$ cat src/rtl/counter4_up_pkg.sv
// counter4_up_pkg: shared width constant, count type and next-count function
// for the counter4_up sequence generator.
package counter4_up_pkg;

  localparam int DEFAULT_WIDTH = 4;

  typedef logic [DEFAULT_WIDTH-1:0] count_t;

  // Next count value. Priority is clr > load > en. A load above max_val
  // saturates, and an enabled increment past max_val wraps to zero.
  // Integer arguments let one function serve any WIDTH/MAX_VAL instance.
  function automatic int next_count(
    input int   cur,
    input int   max_val,
    input logic clr,
    input logic load,
    input int   load_val,
    input logic en
  );
    if (clr)  return 0;
    if (load) return (load_val > max_val) ? max_val : load_val;
    if (en)   return (cur >= max_val) ? 0 : cur + 1;
    return cur;
  endfunction

endpackage

$ cat src/rtl/counter4_up.sv
// counter4_up: free-running up-counter that wraps after MAX_VAL, with
// synchronous clear and a terminal-count flag.
// Optional macro COUNTER4_UP_LOAD_EN adds a saturating parallel load
// (ports load / load_val).
module counter4_up
  import counter4_up_pkg::*;
#(
  parameter int WIDTH   = DEFAULT_WIDTH,
  parameter int MAX_VAL = 2**WIDTH - 1
) (
  input  logic             clk,
  input  logic             reset,
  input  logic             en,
  input  logic             clr,
`ifdef COUNTER4_UP_LOAD_EN
  input  logic             load,
  input  logic [WIDTH-1:0] load_val,
`endif
  output logic [WIDTH-1:0] count,
  output logic             tc
);

  logic             load_i;
  logic [WIDTH-1:0] load_val_i;
  logic [WIDTH-1:0] count_d;

`ifdef COUNTER4_UP_LOAD_EN
  assign load_i     = load;
  assign load_val_i = load_val;
`else
  // Without the load feature the load path is tied off and folds away.
  assign load_i     = 1'b0;
  assign load_val_i = '0;
`endif

  // Next-state selection; all wrap/saturate rules live in the package.
  always_comb begin
    count_d = count;
    count_d = WIDTH'(next_count(int'(count), MAX_VAL, clr, load_i,
                                int'(load_val_i), en));
  end

  // Count register; reset clears it asynchronously.
  always_ff @(posedge clk or posedge reset) begin
    if (reset) count <= '0;
    else       count <= count_d;
  end

  // Terminal count follows the registered value only, not en.
  assign tc = (count == WIDTH'(MAX_VAL));

endmodule

$ cat config.mk
export PLATFORM = sky130hd
export DESIGN_NAME = counter4_up
export DESIGN_NICKNAME = d
export VERILOG_FILES = /design/src/rtl/counter4_up_pkg.sv /design/src/rtl/counter4_up.sv
export SDC_FILE = /design/constraint.sdc
export NUM_CORES = 1
export LEC_CHECK = 0
export BUFFER_PORTS_ARGS = -buffer_cell sky130_fd_sc_hd__buf_2
export CORE_AREA = 3 3 40 42
export CTS_CLUSTER_DIAMETER = 80
export CTS_CLUSTER_SIZE = 20
export DETAILED_ROUTE_END_ITERATION = 8
export DIE_AREA = 0 0 43 45
export GPL_TIMING_DRIVEN = 1
export SLEW_MARGIN = 10
export SYNTH_ARGS = -nofsm -noshare
export SYNTH_HDL_FRONTEND = slang
export SYNTH_SLANG_ARGS = --single-unit
$ cat constraint.sdc
create_clock -name clk -period 1.9 [get_ports clk]
set_clock_uncertainty 0.1 [all_clocks]
set_input_delay 0.285 -clock clk [delete_from_list [all_inputs] [get_ports clk]]
set_output_delay 0.285 -clock clk [all_outputs]
set_load 0.03 [all_outputs]
Word level (Yosys, flattened, before mapping)

Cells that the tools add are included.

Muxes and demuxes: 10
Order comparisons: 1
Reduce and logical (&&, ||, !) cells: 1
Eq/ne operators: 1
$add $sub $neg: 1

Operator list:

| operator                                                      | number |
|---|---|
| 4-bit 2-to-1 mux                                              | 5 |
| 1-bit 2-to-1 mux                                              | 5 |
| 4-bit by 1-bit adder with 4-bit output, second input constant | 1 |
| 4-bit equality test, second input constant                    | 1 |
| 4-bit greater-or-equal comparator, second input constant      | 1 |
| 3-bit nonzero test                                            | 1 |

Flip-flop bits (word level): 4
Word-level logic and storage cells: 15

Depth between registers and ports, before layout

Word-level depth: 7
Gate-level depth with buffers: 4
Gate-level depth less buffers: 4

Worst setup path after synthesis

No wires, ideal clock.

Path type: register to register
From: reg count[0]
To: reg count[0]
Path buffers: 0
Setup slack: 0.253 ns
Clock period less this slack: 1.647 ns
Stages on the path, launching flop included: 5
Data arrival time: 1.474 ns
Library setup time: 0.073 ns
Cell sequence: dfrtp_1 -> ha_1 -> and3_4 -> or3b_1 -> a21oi_2

Cells in the longest elaborated chain, start to end: 6
Elaborated cells between the ends (all ways): 7
Classes of those cells: add/sub (1); order compare (1); mux (5)

RTL lines:

| item                                                                                               | line                  | RTL |
|---|---|---|
| from (decl)                                                                                        | counter4_up.sv:19     | `output logic [WIDTH-1:0] count,` |
| from (signal assigned)                                                                             | counter4_up.sv:46     | `else count <= count_d;` |
| 4-bit by 1-bit adder with 4-bit output / 4-bit greater-or-equal comparator (equally long branches) | counter4_up_pkg.sv:22 | `if (en) return (cur >= max_val) ? 0 : cur + 1;` |
| 4-bit 2-to-1 mux * (2 in a row)                                                                    | counter4_up_pkg.sv:22 |  |
| 4-bit 2-to-1 mux *                                                                                 | counter4_up_pkg.sv:23 | `return cur;` |
| 4-bit 2-to-1 mux *                                                                                 | counter4_up_pkg.sv:22 |  |
| 4-bit 2-to-1 mux *                                                                                 | counter4_up_pkg.sv:21 | `if (load) return (load_val > max_val) ? max_val : load_val;` |

Mark *: on every way between the ends. The rest lies on a longest branch, timed or not. The select of a mux whose other input is x is not followed.
A chain may end at the register's enable or synchronous reset.

Final worst setup path

From: reg count[0]
To: out tc

Cells in the longest elaborated chain, start to end: 1

RTL lines:

| item                | line              | RTL |
|---|---|---|
| 4-bit equality test | counter4_up.sv:50 | `assign tc = (count == WIDTH'(MAX_VAL));` |
| to (decl)           | counter4_up.sv:20 | `output logic tc` |

Every way passes these cells.

==> metrics <==
Hold Path Stages=2; combinational group share of total power=0.126; post-layout min period=1.657 ns; Layout Nets=40; Int Power=0.1709 mW; total power=0.2245 mW; flop-to-flop setup slack=0.38 ns; CP Data Arrival Time=1.27 ns; largest net degree at the start of global routing=7; die width=43 microns; Critical R2R Launch=count[0]; Cell variety after synth=14; Cells after Synth=21; WHS=0.1583 ns; Residual DRC=0; Place WS=0.3883 ns; Sw Ratio=0.2388; Leak=0.1547 nW; syn avg cell area=10.01 sq um; f_max=603.5 MHz; grt ovf=0; root buffer cell=clkbuf_4; Setup TNS Final=0 ns; max FFs per register=4; metal2 WL=212 microns; first-pass GRT wire length=765 microns; power dissipated by switching net loads=0.05362 mW; # diodes=0; Worst Hold Path EP=count[0]; commonest non-fill, non-tap cells in the layout=buf_2 (8), dfrtp_1 (4), nand2_1 (3), clkbuf_4 (3); fin cells=48; GRT Total Usage=0.05843; CTS sink cnt=4; CTS tree=built; crit path max fanout=6; I/O pin count=9; Placed Cells=44; worst reg2reg endpoint=count[0]; CP endpoint kind=output port; Max VDD drop=0.0003179 V; HP Start=clr; final worst setup slack=0.2429 ns; RSZ-0062 raised after global routing=no; Slew @ Worst Pin=0.1877 ns; # port buffers=8; most common cell after layout, fill and taps aside=buf_2; Die Outline Area=1935 sq um; pins over their slew limit=0; fin crit share=0.8722; Seq/Total Area, Yosys=0.4762; synth warn=0; pwr dens=744.5 nW/um^2; filler cell count=147; post-DP HPWL=394 microns; Placer Congestion=0.6345; initial antenna violation count=0; final instance area=301.5 sq um; max_cap viols=0; drt first pass iters=2; CTS clock-pin slew for the worst setup and hold paths=0.04 ns; worst r2r path cells=4; vias per std cell=4.208; post-route ant nets=0; vias in the first global route=190; share of cells above drive strength 1=0.3939; Largest Register=count; synthesized area=210.2 sq um; Top Layer Used=met3; Synth Net Count=26; Yosys reg bits=4; die height=45 microns; type of origin of the critical path=register; Row Count=13; final core occ=0.2347; Clk Latency, worst-skew pair=0.23 ns; Seq pwr share=0.416; Clk pwr share=0.457; Area Growth Syn to Fin=43.45%; Met3 Wirelength=61 microns; status=complete, no violations; Setup-failing EPs final=0; hold crit path type=in2reg; Core Area=1285 sq um; M1 WL=191 microns; Clock Tree Buf Depth=2; Worst Path Required=1.51 ns; Vias=202; placed inst area=269.0 sq um; cts bufs inserted=3; top flop regs=count: 4 flops; post-CTS sizing=0; wire per inst=9.688 microns; final WL=465 microns; critical path class=reg2out; initial drt markers=2; htree depth=1; max_slew headroom=0.8748; Initial Util=0.1636; final count of hold timing violations=0
-- worst max path at each step --
| stage | from | end | slack (ns) | depth (start not counted) |
|---|---|---|---|---|
| after floorplan | count[0] | count[0] | 0.25 | 4 |
| after global placement | count[0] | count[0] | 0.41 | 4 |
| after detailed placement | count[0] | count[0] | 0.39 | 4 |
| after CTS | count[0] | tc | 0.23 | 3 |
| after global routing | count[0] | tc | 0.19 | 3 |
| final | count[0] | tc | 0.24 | 3 |
-- per-layer routing --
metal  up-vias  global-route usage
met5         -                   0
met4         0             0.01807
met3         0             0.06375
met2         7             0.08683
met1        97             0.05340
li1         98                   -
-- power groups by stage --
| stage | Sequential, mW | Clock [mW] | Combinational [mW] |
|---|---|---|---|
| after global placement | 0.0944 | 0 | 0.0272 |
| after global routing | 0.0942 | 0.115 | 0.0319 |
| after detailed placement | 0.0946 | 0 | 0.0276 |
| after CTS | 0.0936 | 0.108 | 0.0293 |
| final | 0.0935 | 0.103 | 0.0284 |
| after floorplan | 0.100 | 0 | 0.0102 |
-- worst max-delay path, cell delays in order (launching register included) --
cell and delay, ns:
dfrtp_1 0.43, ha_1 0.26, and3_4 0.18, buf_2 0.17
-- cells in the mapped netlist, drive strengths merged --
library cell | number | share of area
a21oi | 3 | 0.089
nor2 | 2 | 0.036
o21ai | 1 | 0.024
ha | 1 | 0.060
dfrtp | 4 | 0.48
or3b | 1 | 0.042
or3 | 1 | 0.030
nand2 | 3 | 0.054
xor2 | 1 | 0.042
and3 | 1 | 0.054
inv | 1 | 0.018
nand2b | 1 | 0.030
mux2i | 1 | 0.048
-- layout make-up --
cell class / count / area (sq um) / area share
inverter: 1 / 3.754 / 0.01245
multi-input combinational: 16 / 106.4 / 0.3527
tap: 15 / 18.77 / 0.06224
clock buffer: 3 / 22.52 / 0.07469
sequential: 4 / 100.1 / 0.3320
timing repair buffer: 9 / 50.05 / 0.1660
-- kinds of logic after synthesis --
| kind of cell | synth area share |
|---|---|
| simple gates | 0.2441 |
| buf+inv | 0.01784 |
| flops | 0.4762 |
| fa+ha+maj | 0.05951 |
| xor+xnor | 0.04167 |
| compound gates | 0.1131 |
| mux | 0.04762 |
-- repair_timing --
action                                 4_1_cts  5_1_grt
buffers inserted                             0        0
endpoints found under the hold margin        4        0
hold buffers                                 1        0
Power figures use the tool's default switching activity.
